File: src/rtl/axis_pkt_gen_pkg.sv
// axis_pkt_pkg: shared types and helpers for the AXI-Stream packet generator.
// Holds the FSM state enum, the bytes-per-beat helper and the last-beat
// keep-mask function used by axis_keep_mask.

package axis_pkt_pkg;

    typedef enum logic [1:0] {
        ST_IDLE = 2'd0,
        ST_SEND = 2'd1,
        ST_GAP  = 2'd2
    } pkt_state_e;

    // Widest beat the keep helper supports (1024-bit data).
    localparam int MAX_BYTES = 128;

    function automatic int calc_bytes(input int width);
        return width / 8;
    endfunction

    // Keep mask for the final beat: the low `rem` lanes, or every lane when
    // the packet length is an exact multiple of the beat size.
    function automatic logic [MAX_BYTES-1:0] last_keep(input int rem, input int bytes);
        logic [MAX_BYTES-1:0] m;
        m = '0;
        for (int i = 0; i < MAX_BYTES; i++) begin
            if ((i < bytes) && ((rem == 0) || (i < rem))) begin
                m[i] = 1'b1;
            end
        end
        return m;
    endfunction

endpackage

File: src/rtl/axis_pkt_gen_if.sv
// axis_pkt_gen_if: command channel plus AXIS master channel of the packet
// generator. The master modport is the generator side, slave the consumer.

interface axis_pkt_gen_if
    import axis_pkt_pkg::*;
#(
    parameter int WIDTH = 32,
    parameter int LEN_W = 16
);
    localparam int BYTES = calc_bytes(WIDTH);

    logic             cmd_valid;
    logic             cmd_ready;
    logic [LEN_W-1:0] cmd_len;
    logic [WIDTH-1:0] cmd_seed;

    logic             m_axis_tvalid;
    logic             m_axis_tready;
    logic [WIDTH-1:0] m_axis_tdata;
    logic [BYTES-1:0] m_axis_tkeep;
    logic             m_axis_tlast;

    modport master (
        input  cmd_valid, cmd_len, cmd_seed, m_axis_tready,
        output cmd_ready, m_axis_tvalid, m_axis_tdata, m_axis_tkeep, m_axis_tlast
    );

    modport slave (
        output cmd_valid, cmd_len, cmd_seed, m_axis_tready,
        input  cmd_ready, m_axis_tvalid, m_axis_tdata, m_axis_tkeep, m_axis_tlast
    );

endinterface

File: src/rtl/axis_pkt_gen_keep_mask.sv
// axis_keep_mask: combinational decoder from (length mod BYTES) to the
// contiguous byte-enable mask of the last beat.

module axis_keep_mask
    import axis_pkt_pkg::*;
#(
    parameter int BYTES = 4,
    parameter int REM_W = 2
) (
    input  logic [REM_W-1:0] rem,
    output logic [BYTES-1:0] keep
);

    // Decode the remainder into a lane mask (zero remainder = full beat).
    always_comb begin
        keep = BYTES'(last_keep(int'(rem), BYTES));
    end

endmodule

File: src/rtl/axis_pkt_gen.sv
// axis_pkt_gen: turns a one-beat command (byte length + seed) into a framed
// AXIS packet. Beat i carries seed + i; tkeep/tlast mark the packet end.
// Optional build macro: AXIS_PKT_GEN_STATS_EN adds stat_pkts/stat_beats.
//
// state | meaning
// IDLE  | cmd_ready high, waiting for a command with non-zero length
// SEND  | presenting beats 0..N-1, advancing on each handshake
// GAP   | idle spacing of GAP_CYCLES cycles after the tlast handshake

module axis_pkt_gen
    import axis_pkt_pkg::*;
#(
    parameter int WIDTH      = 32,
    parameter int LEN_W      = 16,
    parameter int GAP_CYCLES = 0
) (
    input  logic            aclk,
    input  logic            areset,
    axis_pkt_gen_if.master  axis,
    output logic            busy
`ifdef AXIS_PKT_GEN_STATS_EN
    ,
    output logic [31:0]     stat_pkts,
    output logic [31:0]     stat_beats
`endif
);

    localparam int BYTES = calc_bytes(WIDTH);
    localparam int LOG2B = $clog2(BYTES);
    localparam int REM_W = (LOG2B > 0) ? LOG2B : 1;
    localparam int GAP_W = (GAP_CYCLES > 0) ? $clog2(GAP_CYCLES + 1) : 1;
    localparam logic [GAP_W-1:0] GAP_LOAD = (GAP_CYCLES > 0) ? GAP_W'(GAP_CYCLES - 1) : '0;

    pkt_state_e       state_q, state_nxt;
    logic [LEN_W-1:0] beat_idx_q, beat_idx_nxt;
    logic [LEN_W-1:0] last_idx_q, last_idx_nxt;
    logic [REM_W-1:0] rem_q, rem_nxt;
    logic [GAP_W-1:0] gap_cnt_q, gap_cnt_nxt;

    logic             tvalid_q, tvalid_nxt;
    logic [WIDTH-1:0] tdata_q, tdata_nxt;
    logic [BYTES-1:0] tkeep_q, tkeep_nxt;
    logic             tlast_q, tlast_nxt;
    logic             cmd_ready_q, cmd_ready_nxt;
    logic             busy_q, busy_nxt;

    logic             cmd_fire;
    logic             beat_fire;
    logic             cmd_nonzero;
    logic [LEN_W-1:0] cmd_last_idx;
    logic [REM_W-1:0] cmd_rem;
    logic [REM_W-1:0] rem_sel;
    logic [BYTES-1:0] keep_last;
    logic [LEN_W-1:0] beat_idx_inc;
    logic             next_is_last;

    assign cmd_fire     = cmd_ready_q & axis.cmd_valid;
    assign beat_fire    = tvalid_q & axis.m_axis_tready;
    assign cmd_nonzero  = (axis.cmd_len != '0);
    assign cmd_last_idx = (axis.cmd_len - LEN_W'(1)) >> LOG2B;
    assign beat_idx_inc = beat_idx_q + LEN_W'(1);
    assign next_is_last = (beat_idx_inc == last_idx_q);

    generate
        if (LOG2B > 0) begin : g_rem
            assign cmd_rem = axis.cmd_len[REM_W-1:0];
        end else begin : g_rem_none
            assign cmd_rem = '0;
        end
    endgenerate

    // In IDLE the mask is needed for a possible single-beat command; later
    // it comes from the remainder latched at command accept.
    assign rem_sel = (state_q == ST_IDLE) ? cmd_rem : rem_q;

    axis_keep_mask #(
        .BYTES (BYTES),
        .REM_W (REM_W)
    ) u_keep_mask (
        .rem  (rem_sel),
        .keep (keep_last)
    );

    // State and registered outputs; reset wins over any handshake.
    always_ff @(posedge aclk) begin
        if (areset) begin
            state_q     <= ST_IDLE;
            beat_idx_q  <= '0;
            last_idx_q  <= '0;
            rem_q       <= '0;
            gap_cnt_q   <= '0;
            tvalid_q    <= 1'b0;
            tdata_q     <= '0;
            tkeep_q     <= '0;
            tlast_q     <= 1'b0;
            cmd_ready_q <= 1'b1;
            busy_q      <= 1'b0;
        end else begin
            state_q     <= state_nxt;
            beat_idx_q  <= beat_idx_nxt;
            last_idx_q  <= last_idx_nxt;
            rem_q       <= rem_nxt;
            gap_cnt_q   <= gap_cnt_nxt;
            tvalid_q    <= tvalid_nxt;
            tdata_q     <= tdata_nxt;
            tkeep_q     <= tkeep_nxt;
            tlast_q     <= tlast_nxt;
            cmd_ready_q <= cmd_ready_nxt;
            busy_q      <= busy_nxt;
        end
    end

    // Next-state decode.
    always_comb begin
        state_nxt = state_q;
        case (state_q)
            ST_IDLE: begin
                if (cmd_fire && cmd_nonzero) begin
                    state_nxt = ST_SEND;
                end
            end
            ST_SEND: begin
                if (beat_fire && tlast_q) begin
                    state_nxt = (GAP_CYCLES > 0) ? ST_GAP : ST_IDLE;
                end
            end
            ST_GAP: begin
                if (gap_cnt_q == '0) begin
                    state_nxt = ST_IDLE;
                end
            end
            default: state_nxt = ST_IDLE;
        endcase
    end

    // Next values of the beat datapath, counters and registered outputs.
    always_comb begin
        beat_idx_nxt = beat_idx_q;
        last_idx_nxt = last_idx_q;
        rem_nxt      = rem_q;
        gap_cnt_nxt  = gap_cnt_q;
        tvalid_nxt   = tvalid_q;
        tdata_nxt    = tdata_q;
        tkeep_nxt    = tkeep_q;
        tlast_nxt    = tlast_q;
        case (state_q)
            ST_IDLE: begin
                if (cmd_fire && cmd_nonzero) begin
                    beat_idx_nxt = '0;
                    last_idx_nxt = cmd_last_idx;
                    rem_nxt      = cmd_rem;
                    tvalid_nxt   = 1'b1;
                    tdata_nxt    = axis.cmd_seed;
                    tlast_nxt    = (cmd_last_idx == '0);
                    tkeep_nxt    = (cmd_last_idx == '0) ? keep_last : '1;
                end
            end
            ST_SEND: begin
                if (beat_fire) begin
                    if (tlast_q) begin
                        tvalid_nxt  = 1'b0;
                        tlast_nxt   = 1'b0;
                        tkeep_nxt   = '0;
                        gap_cnt_nxt = GAP_LOAD;
                    end else begin
                        beat_idx_nxt = beat_idx_inc;
                        tdata_nxt    = tdata_q + WIDTH'(1);
                        tlast_nxt    = next_is_last;
                        tkeep_nxt    = next_is_last ? keep_last : '1;
                    end
                end
            end
            ST_GAP: begin
                if (gap_cnt_q != '0) begin
                    gap_cnt_nxt = gap_cnt_q - GAP_W'(1);
                end
            end
            default: ;
        endcase
        cmd_ready_nxt = (state_nxt == ST_IDLE);
        busy_nxt      = (state_nxt != ST_IDLE);
    end

    assign axis.cmd_ready     = cmd_ready_q;
    assign axis.m_axis_tvalid = tvalid_q;
    assign axis.m_axis_tdata  = tdata_q;
    assign axis.m_axis_tkeep  = tkeep_q;
    assign axis.m_axis_tlast  = tlast_q;
    assign busy               = busy_q;

`ifdef AXIS_PKT_GEN_STATS_EN
    logic [31:0] stat_pkts_q;
    logic [31:0] stat_beats_q;

    // Packet and beat handshake counters, wrapping at 2^32.
    always_ff @(posedge aclk) begin
        if (areset) begin
            stat_pkts_q  <= '0;
            stat_beats_q <= '0;
        end else if (beat_fire) begin
            stat_beats_q <= stat_beats_q + 32'd1;
            if (tlast_q) begin
                stat_pkts_q <= stat_pkts_q + 32'd1;
            end
        end
    end

    assign stat_pkts  = stat_pkts_q;
    assign stat_beats = stat_beats_q;
`endif

endmodule

File: src/flat_wrapper.sv
// flat-port wrapper written by rule: the top's interface ports become plain ports
module axis_pkt_gen_flat import axis_pkt_pkg::*;
#(
    parameter int WIDTH      = 32,
    parameter int LEN_W      = 16,
    parameter int GAP_CYCLES = 0
)
  (aclk, areset, busy, axis_cmd_valid, axis_cmd_len, axis_cmd_seed, axis_m_axis_tready, axis_cmd_ready, axis_m_axis_tvalid, axis_m_axis_tdata, axis_m_axis_tkeep, axis_m_axis_tlast);
  axis_pkt_gen_if #(.WIDTH(WIDTH), .LEN_W(LEN_W)) axis_i ();
  input  logic aclk;
  input  logic areset;
  output logic busy;
  input wire logic [$bits(axis_i.cmd_valid)-1:0] axis_cmd_valid;
  input wire logic [$bits(axis_i.cmd_len)-1:0] axis_cmd_len;
  input wire logic [$bits(axis_i.cmd_seed)-1:0] axis_cmd_seed;
  input wire logic [$bits(axis_i.m_axis_tready)-1:0] axis_m_axis_tready;
  output wire logic [$bits(axis_i.cmd_ready)-1:0] axis_cmd_ready;
  output wire logic [$bits(axis_i.m_axis_tvalid)-1:0] axis_m_axis_tvalid;
  output wire logic [$bits(axis_i.m_axis_tdata)-1:0] axis_m_axis_tdata;
  output wire logic [$bits(axis_i.m_axis_tkeep)-1:0] axis_m_axis_tkeep;
  output wire logic [$bits(axis_i.m_axis_tlast)-1:0] axis_m_axis_tlast;
  assign axis_i.cmd_valid = axis_cmd_valid;
  assign axis_i.cmd_len = axis_cmd_len;
  assign axis_i.cmd_seed = axis_cmd_seed;
  assign axis_i.m_axis_tready = axis_m_axis_tready;
  assign axis_cmd_ready = axis_i.cmd_ready;
  assign axis_m_axis_tvalid = axis_i.m_axis_tvalid;
  assign axis_m_axis_tdata = axis_i.m_axis_tdata;
  assign axis_m_axis_tkeep = axis_i.m_axis_tkeep;
  assign axis_m_axis_tlast = axis_i.m_axis_tlast;
  axis_pkt_gen #(.WIDTH(WIDTH), .LEN_W(LEN_W), .GAP_CYCLES(GAP_CYCLES)) u_core (.aclk(aclk), .areset(areset), .axis(axis_i), .busy(busy));
endmodule
File: config.mk
export PLATFORM = sky130hd
export DESIGN_NAME = axis_pkt_gen_flat
export DESIGN_NICKNAME = d
export VERILOG_FILES = /design/src/rtl/axis_pkt_gen_pkg.sv /design/src/rtl/axis_pkt_gen_if.sv /design/src/rtl/axis_pkt_gen_keep_mask.sv /design/src/rtl/axis_pkt_gen.sv /design/src/flat_wrapper.sv
export SDC_FILE = /design/constraint.sdc
export NUM_CORES = 1
export LEC_CHECK = 0
export CAP_MARGIN = 30
export CELL_PAD_IN_SITES_DETAIL_PLACEMENT = 0
export CELL_PAD_IN_SITES_GLOBAL_PLACEMENT = 1
export CORE_AREA = 8 8 115 117
export DETAILED_ROUTE_END_ITERATION = 8
export DIE_AREA = 0 0 123 125
export PLACE_DENSITY = 0.9
export SYNTH_ARGS = -nofsm -noshare
export SYNTH_HDL_FRONTEND = slang
export SYNTH_SLANG_ARGS = --single-unit
File: constraint.sdc
create_clock -name aclk -period 4.15 [get_ports aclk]
set_input_delay 0.6225 -clock aclk [delete_from_list [all_inputs] [get_ports aclk]]
set_output_delay 0.6225 -clock aclk [all_outputs]
set_load 0.005 [all_outputs]
After elaboration in Yosys (flattened, before gate mapping)
Index checks and enable logic that the tools add are counted.

Register bits after elaboration: 75. Input bits: 52. Output and inout port bits: 40. Logic and storage cells: 78.

Add/subtract/negate cells: 4. Order comparisons: 3. Equality and inequality tests: 7. Muxes and demuxes: 33. Bitwise operators: 2. Reductions and logical operators: 18.

Operators by type and width (number): $mux W32 (3); $pmux W32 S2 (1); $mux W16 (3); $add A32 B1 Y32 const B (1); $pmux W16 S2 (1); $mux W4 (5); $add A16 B1 Y16 const B (1); $eq A16 B14 Y1 (1); $logic_not A16 Y1 (1); $reduce_bool A16 Y1 (1); $sub A16 B1 Y16 const B (1); $mux W1 (11); $mux W2 (4); $pmux W4 S2 (1); $reduce_and A4 Y1 (2); $logic_not A2 Y1 (3); $pmux W1 S2 (3); $pmux W2 S3 (1); $reduce_and A3 Y1 (2); $reduce_bool A2 Y1 (3); $lt A1 B2 Y1 const A (2); $ne A2 B1 Y1 const B (2); $ne A2 B2 Y1 const B (2); $logic_or A1 B1 Y1 (3); 7 further kinds (9).

Depth between registers and ports, before layout
Gate-level depths: netlist (run 1).

Depth in word-level cells: 9. Gate-level depth with buffers: 10. Gate-level depth less buffers: 8.

Hierarchy
Synthesis (run 1) repeated with hierarchy kept, for this count alone.

Cell total of the unflattened synthesis: 615. Area total of the unflattened synthesis: 4539.4 µm².

By module, submodules not included: axis_pkt_gen (times used 1, cells an instance 607, area an instance 4488.1 µm², sequential area each 1481.4 µm²); axis_keep_mask (times used 1, cells an instance 8, area an instance 51.3 µm², sequential area each 0.0 µm²).

Worst setup path before layout (run 1)
OpenSTA, ideal clock, no wires.

Kind: input to register. From: input port axis_cmd_len[8]. To: register u_core.tkeep_q[0], in the netlist u_core.axis.m_axis_tkeep[0]. Arrival: 2.740 ns. Required time: 4.022 ns. Slack: 1.282 ns. Stages on the path: 9. Path buffers: 3. Cell sequence: or4_4 > or4b_4 > buf_6 > o31ai_4 > a21boi_2 > buf_2 > buf_6 > a21oi_1 > nor2_1.

Word-level cells in the longest chain between the ends: 5.

RTL lines: start: declaration (line flat_wrapper.sv:14) `input wire logic [$bits(axis_i.cmd_len)-1:0] axis_cmd_len;`; $sub A16 B1 Y16 (line axis_pkt_gen.sv:60) `assign cmd_last_idx = (axis.cmd_len - LEN_W'(1)) >> LOG2B;`; $logic_not A16 Y1 (line axis_pkt_gen.sv:155) `tkeep_nxt = (cmd_last_idx == '0) ? keep_last : '1;`; $mux W4 (line axis_pkt_gen.sv:155); $mux W4 (line axis_pkt_gen.sv:148) `if (cmd_fire && cmd_nonzero) begin`; $pmux W4 S2 (line axis_pkt_gen.sv:146) `case (state_q)`; end signal: assignment (line axis_pkt_gen.sv:106) `tkeep_q <= tkeep_nxt;`; end: declaration (line axis_pkt_gen.sv:42) `logic [BYTES-1:0] tkeep_q, tkeep_nxt;`.

Parallel ways exist; a longest one is shown, timed or not. The select of a mux whose other input is x is not followed. A chain may end at the register's enable or synchronous reset.

Worst setup path after layout (run 1)
From: input port axis_cmd_len[7]. To: register u_core.beat_idx_q[9].

Word-level cells in the longest chain between the ends: 4.

RTL lines: $reduce_bool A16 Y1 (line axis_pkt_gen.sv:59) `assign cmd_nonzero = (axis.cmd_len != '0);`; $logic_and A1 B1 Y1 (line axis_pkt_gen.sv:148); $ne A2 B2 Y1 (no source line); $reduce_and A4 Y1 (no source line); end signal: assignment (line axis_pkt_gen.sv:100) `beat_idx_q <= beat_idx_nxt;`; end: declaration (line axis_pkt_gen.sv:35) `logic [LEN_W-1:0] beat_idx_q, beat_idx_nxt;`.

Every way passes these cells.

==> key figures, run 1 <==
Clock network
  – H-tree depth: 3
  – Clk_lat worst skew: 0.34 ns
  – Cts hold-fix bufs: 0
  – Number of gates resized after cts: 0
  – CTS tree: built
  – Worst-path clk slew: approximately 0.060 ns
  – CTS Buf Count: 9
  – Postcts setup bufs: 0
  – Root buffer cell: clkbuf_16
  – Clock sinks: 74
  – Max clock buf depth: 2

GRT
  – Met2 usage: 0.2762
  – GR Util met3: 0.02610
  – Vias in the first global route: between 4,000 and 5,000
  – GRT Util Overall: 0.1707
  – Met1 Usage GRT: 0.2154
  – Initial antenna violation count: 0
  – First-pass GRT wire length: roughly 22,000 um
  – Pin count of the biggest net entering global routing: 46
  – GRT busiest layer: met2
  – Overflow after GRT: 0

Synth
  – Top cells by area, synth: dfxtp_1, nor2_1, a21oi_1, nand2_1, o21ai_0
  – Post-synth top area share: 0.3303
  – Yosys warns: 0
  – Sequential area share after synthesis: 0.3303
  – Syn Area/Cell: between 7 and 8 sq um
  – Syn nets: 650
  – Main flop type after synthesis: dfxtp_1
  – Cell area after synthesis: ~4500 sq um
  – Synth unique cells: 60
  – Fraction of registers with async set or reset after synthesis: 0
  – Synth area leader: dfxtp_1
  – Synth Area in Compound Gates: 0.2725
  – Flops & latches, synth: 74
  – Post-synthesis mux area share: 0.004463
  – Post-Synth XOR/XNOR Area: 0.05467
  – Post-synth EDFFs: 0
  – Largest family of logic cells by synthesized area: simple AND/OR/NAND/NOR gates
  – Post-synthesis simple-gate area fraction: 0.2778
  – Cells after Synth: ~590
  – Post-Synth Adder-Cell Area: 0.01116

Route
  – Via count: 4,698
  – Number of vias per cell: approximately 5.8
  – # DRC: 0
  – Routed WL: roughly 13,000 um
  – DR WL/cell: about 16 um
  – 1st-pass router iterations: 5
  – First DRT Iteration DRCs: approximately 400
  – DRT antenna net count: 0

Cells and area
  – Layout cell share with drive strength beyond 1: 0.07508
  – Antenna Cells: 0
  – Reg area: 1481 sq um
  – Finished Cell Area: between 5000 and 6000 sq um
  – Fin nets: 717
  – Layout area overhead: 28.73%
  – Multi-input gate area: approximately 2800 sq um
  – Util after Layout: 0.4973
  – Non-filler instance count after layout: ~810
  – Number of fillers in the final layout: 1,154

Timing
  – Fmax: between 300 and 400 MHz
  – Fin. max-slew vios: 0
  – Final hold violation count: 0
  – Max-slew headroom: 0.4196
  – Total Negative Setup Slacks: 0 ns
  – Period utilisation layout: 0.7936
  – Final setup viols: 0
  – Worst Max-Slew Pin Slew: between 0.8 and 0.9 ns
  – Minimum clock period: between 3 and 4 ns
  – RSZ-0062 raised after global routing: no
  – Clock Skew: about 0.0053 ns

Die
  – Starting Density: 0.3863
  – Site row count: 40
  – I/O Pins: about 90
  – Die W: about 120 um
  – Die H: between 100 and 150 um
  – Die area: around 15,000 sq um
  – Core region area: around 12,000 sq um

Pwr
  – Max IR drop VDD: roughly 0.23 mV
  – Power per Cell Area: 333.7 nW/um^2
  – Static Leak: 1.956 nW

Setup path
  – Worst EP required: approximately 4.3 ns
  – Critical Path AT: 3.48 ns
  – Critical setup path kind: in2reg
  – Largest fanout on the critical path: 29
  – Critical Path Start Type: input port
  – Crit end category: flip-flop

Min path
  – Hold Crit Class: reg2reg

Placed design
  – Inst Count DP: 797
  – HPWL Detailed: between 9000 and 10,000 um
  – Area of placed instances: between 5000 and 6000 sq um
  – RD Place Congestion: a little under 0.9
  – Port bufs: 91

Status
  – Outcome: finished clean

Job
  – Maxcap violations: 0
[power breakdown]
part	internal, mW	switching (mW)
registers	0.751	0.0422
clock network	0.495	0.309
logic	0.170	0.160
[path summary, 6_finish.rpt]
check                                                        from                                        to  cells past startpoint  slack, ns
worst max register to register  u_core.beat_idx_q[0]$_SDFFE_PP0P_  u_core.axis.m_axis_tkeep[3]$_SDFFE_PP0P_                      8       0.99
worst min register to register       u_core.rem_q[1]$_SDFFE_PP0P_              u_core.rem_q[1]$_SDFFE_PP0P_                      2       0.46
worst min-delay path                 u_core.rem_q[1]$_SDFFE_PP0P_              u_core.rem_q[1]$_SDFFE_PP0P_                      2       0.46
worst max-delay path                              axis_cmd_len[7]         u_core.beat_idx_q[9]$_SDFFE_PP0P_                      9       0.86
[routing by layer]
layer / share of wire / up-vias / wire length [um]
met4: 0.032 / 0 / 418
met1: 0.45 / 2199 / 5985
li1: - / 2321 / -
met5: 0 / - / 0
met2: 0.46 / 150 / 6016
met3: 0.058 / 28 / 769
[synth_stat cells (all sizes together), types with 4 or more instances]
library cell / count
o21ai: 39
or3: 12
clkbuf: 31
nor2: 77
or4: 4
buf: 14
and3: 12
dfxtp: 74
ha: 4
a22oi: 10
nand3: 30
nand2: 56
nor4: 5
nand4: 9
and4: 7
a311oi: 7
nor2b: 4
a211oi: 25
o22ai: 10
a31oi: 12
inv: 6
nand3b: 4
o31ai: 8
a21oi: 53
xnor2: 14
nor3: 16
xor2: 14
[critical path, stage by stage]
cell             delay [ns]
clkdlybuf4s50_1        0.47
or4_4                  0.55
or4b_4                 0.56
o31a_1                 0.34
buf_4                  0.24
o211ai_2               0.39
nor3_1                 0.11
a21oi_1                0.14
nor2_1                 0.06
[cell usage in the layout, fill, tap and decap left out, drive strengths merged, types with 16 or more instances in the layout]
cell type | synthesis | final
clkdlybuf4s50 | 0 | 90
nor2 | 77 | 77
dfxtp | 74 | 74
nand2 | 56 | 56
a21oi | 53 | 53
o21ai | 39 | 39
nand3 | 30 | 30
a211oi | 25 | 25
nor3 | 16 | 16
[logic make-up (layout without fill, tap and decap cells)]
group           Yosys count  in the layout
fa+ha+maj                 4              4
other cells               1              1
compound gates          184            184
mux                       2              2
flops                    74             74
simple gates            250            250
buf+inv                  51            123
xor+xnor                 28             28
[sequential cells by signal (all words and copies together), names as in the netlist]
register,flops
u_core.axis.m_axis_tdata,32
u_core.beat_idx_q,16
u_core.last_idx_q,14
u_core.axis.m_axis_tkeep,4
u_core.rem_q,2
u_core.state_q,2
u_core.axis.cmd_ready,1
u_core.axis.m_axis_tlast,1
u_core.axis.m_axis_tvalid,1
u_core.busy,1
[final cells by class]
class | instances | area share
multi-input combinational | 469 | 0.4849
tap | 147 | 0.03185
timing repair buffer | 101 | 0.1699
inverter | 6 | 0.003900
sequential | 74 | 0.2566
clock inverter | 5 | 0.009101
clock buffer | 11 | 0.04377
[metrics by stage]
step	setup WS [ns]	hold slack (ns)	power, mW
finish	0.8567	0.4583	1.927
global route	0.7248	0.4897	2.013
CTS	0.8658	0.4602	1.945
detailed placement	0.5263	0.4530	1.138
global placement	0.6054	0.4486	1.130
floorplan	1.282	0.4357	0.9812
Note: power is estimated with default switching activity, not from simulation.
==> run 2: changes to the inputs <==
CORE_AREA = 8 8 120 122   (was 8 8 115 117)
DIE_AREA = 0 0 128 130   (was 0 0 123 125)
PLACE_DENSITY = 0.84   (was 0.9)
clock period = 3.13 ns   (was 4.15 ns; I/O delays follow)
==> key figures, run 2 (synthesis gave the netlist of run 1 again) <==
Pwr
  – Comb power frac: 0.181 (+0.010)
  – Max IR drop VDD: 0.2110 mV (-6.8%)
  – Sequential share of power: 0.413 (about the same)
  – Static Leak: 2.081 nW (+6.4%)
  – Net Sw Frac: 0.2657 (+0.0003976)
  – Power per Cell Area: 422.8 nW/um^2 (+27%)
  – P_int: 1.869 mW (+32%)
  – Sw power: 676.2 uW (+32%)
  – Total power: 2.545 mW (+32%)
  – Clock power share: 0.405 (-0.012)

Die
  – Site row count: 41 (+2.5%)
  – Core region area: 12,410 sq um (+6.9%)
  – Die area: 16,640 sq um (+8.2%)
  – Die H: 130 um (+4.0%)
  – Die W: 128 um (+4.1%)
  – I/O Pins: 92 (unchanged)
  – Starting Density: 0.3613 (-0.02500)

Timing
  – Clock Skew: 0.007389 ns (+0.002075 ns)
  – Period utilisation layout: 0.9127
  – Minimum clock period: ~2.9 ns
  – Final hold violation count: 0 (unchanged)
  – Worst Max-Slew Pin Slew: 0.9293 ns (+0.06093 ns)
  – Max-slew headroom: 0.3805 (-0.03917)
  – Final setup viols: 0 (unchanged)
  – RSZ-0062 raised after global routing: no
  – Fmax: about 350 MHz
  – Fin. max-slew vios: 0 (unchanged)

Cells and area
  – Layout cell share with drive strength beyond 1: 0.1072 (+0.03217)
  – Commonest cells after routing, fill and taps aside: clkdlybuf4s50_1, nor2_1, dfxtp_1
  – Fin nets: 742 (+3.5%)
  – Layout area overhead: 34.20%
  – Reg area: 1481 sq um (unchanged)
  – Number of fillers in the final layout: 1,233 (+6.8%)
  – Multi-input gate area: 2800 sq um (unchanged)
  – Largest register FFs: 32 (unchanged)
  – Antenna Cells: 0 (unchanged)
  – Finished Cell Area: 6020 sq um (+4.2%)
  – Most common cell after layout, fill and taps aside: clkdlybuf4s50_1

Setup path
  – R2R Setup Slk: 0.42 ns (-0.57 ns)
  – Critical Path Start Type: input port
  – Worst reg2reg path depth: 7 (-1)
  – Critical setup path kind: in2reg
  – CP Launch Point: axis_cmd_len[8]
  – Largest fanout on the critical path: 46 (+59%)
  – Crit end category: flip-flop
  – Critical Path AT: 3.03 ns (-0.45 ns)
  – Crit path cell chain: clkdlybuf4s50_1 > or4_4 > or4b_4 > buf_4 > o31ai_4 > a21boi_4 > buf_12 > a21oi_1 > a211oi_2
  – R2R Path Start: u_core.beat_idx_q[5]$_SDFFE_PP0P_
  – CP Buf/Inv Count: 3 (+1)
  – Worst EP required: 3.30 ns (-1.04 ns)
  – Worst setup path end: u_core.axis.m_axis_tdata[20]$_SDFFE_PP0P_
  – Critical Path Max Stage Delay: 0.54 ns (-0.02 ns)
  – Top Family by Delay on Critical Path: simple AND/OR/NAND/NOR gates
  – CP max stage cell: or4_4
  – RR Endpoint: u_core.axis.m_axis_tkeep[1]$_SDFFE_PP0P_
  – CP Depth: 9 (unchanged)

Clock network
  – Cts hold-fix bufs: 0 (unchanged)
  – Clk_lat worst skew: 0.33 ns (about the same)
  – Postcts setup bufs: 0 (unchanged)
  – CTS Buf Count: 9 (unchanged)
  – CTS tree: built
  – Root buffer cell: clkbuf_16
  – Number of gates resized after cts: 0 (unchanged)
  – Max clock buf depth: 2 (unchanged)
  – Worst-path clk slew: 0.06 ns (about the same)
  – H-tree depth: 3 (unchanged)
  – Clock sinks: 74 (unchanged)

Min path
  – Hold Crit Class: reg2reg

GRT
  – Vias in the first global route: 4,588 (+2.9%)
  – First-pass GRT wire length: 22,280 um (+1.6%)
  – Met1 Usage GRT: 0.1935 (-0.02187)
  – GRT busiest layer: met2
  – Met2 usage: 0.2791 (+0.002931)
  – Overflow after GRT: 0 (unchanged)
  – GRT Util Overall: 0.1629 (-0.007863)
  – GR Util met3: 0.04121 (+0.01511)
  – Initial antenna violation count: 0 (unchanged)
  – Pin count of the biggest net entering global routing: 50 (+8.7%)

Status
  – Outcome: finished clean

Route
  – DRT antenna net count: 0 (unchanged)
  – First DRT Iteration DRCs: 476 (+20%)
  – DR WL/cell: 16.04 um (-1.1%)
  – Routed WL: 13,830 um (+4.8%)
  – 1st-pass router iterations: 5 (unchanged)
  – Number of vias per cell: 5.587 (-3.3%)
  – # DRC: 0 (unchanged)
  – Via count: 4,816 (+2.5%)

Placed design
  – RD Place Congestion: 0.8735 (about the same)
  – HPWL Detailed: 9892 um (+5.4%)
  – Area of placed instances: 5725 sq um (+4.7%)
  – Port bufs: 91 (unchanged)

Job
  – Maxcap violations: 0 (unchanged)
run 2: area by class of cell:
cell class | count | share of cell area
clock buffer | 10 | 0.03970
clock inverter | 5 | 0.009146
inverter | 6 | 0.003741
multi-input combinational | 469 | 0.4652
sequential | 74 | 0.2461
tap | 172 | 0.03575
timing repair buffer | 126 | 0.2004
run 2: tightest hold or removal path, stage by stage (launching register included):
cell and delay (ns):
dfxtp_1 0.30, nand2_1 0.05, a21oi_1 0.05
run 2: metal layers:
layer	wire length, um	vias up	share of wire
met4	310	0	0.022
li1	-	2367	-
met2	6420	152	0.46
met3	792	25	0.057
met5	0	-	0
met1	6303	2272	0.46
run 2: through the flow:
stage	TNS (ns)	hold slack, ns	setup WS (ns)	instances	utilization
4_1_cts	0	0.4556	0.2773	862	0.4849
5_1_grt	0	0.4774	0.1420	862	0.4849
3_3_place_gp	-0.1782	0.4429	-0.03295	847	0.4612
2_1_floorplan	0	0.4357	0.4152	594	-
6_report	0	0.4529	0.2731	862	0.4849
3_5_place_dp	-1.594	0.4479	-0.07662	847	0.4612
run 2: worst min path at each step:
stage / endpoint / from / cells past startpoint / slack, ns
finish: u_core.rem_q[1]$_SDFFE_PP0P_ / u_core.rem_q[1]$_SDFFE_PP0P_ / 2 / 0.45
CTS: u_core.rem_q[1]$_SDFFE_PP0P_ / u_core.rem_q[1]$_SDFFE_PP0P_ / 2 / 0.46
global route: u_core.rem_q[1]$_SDFFE_PP0P_ / u_core.rem_q[1]$_SDFFE_PP0P_ / 2 / 0.48
global placement: u_core.rem_q[1]$_SDFFE_PP0P_ / u_core.rem_q[1]$_SDFFE_PP0P_ / 2 / 0.44
floorplan: u_core.rem_q[0]$_SDFFE_PP0P_ / u_core.rem_q[0]$_SDFFE_PP0P_ / 2 / 0.44
detailed placement: u_core.rem_q[1]$_SDFFE_PP0P_ / u_core.rem_q[1]$_SDFFE_PP0P_ / 2 / 0.45
run 2: power by group through the flow:
stage	clock network (mW)	logic (mW)	registers, mW
floorplan	0	0.240	1.06
global placement	0	0.452	1.07
detailed placement	0	0.460	1.07
CTS	1.05	0.463	1.05
global route	1.10	0.506	1.06
finish	1.03	0.462	1.05
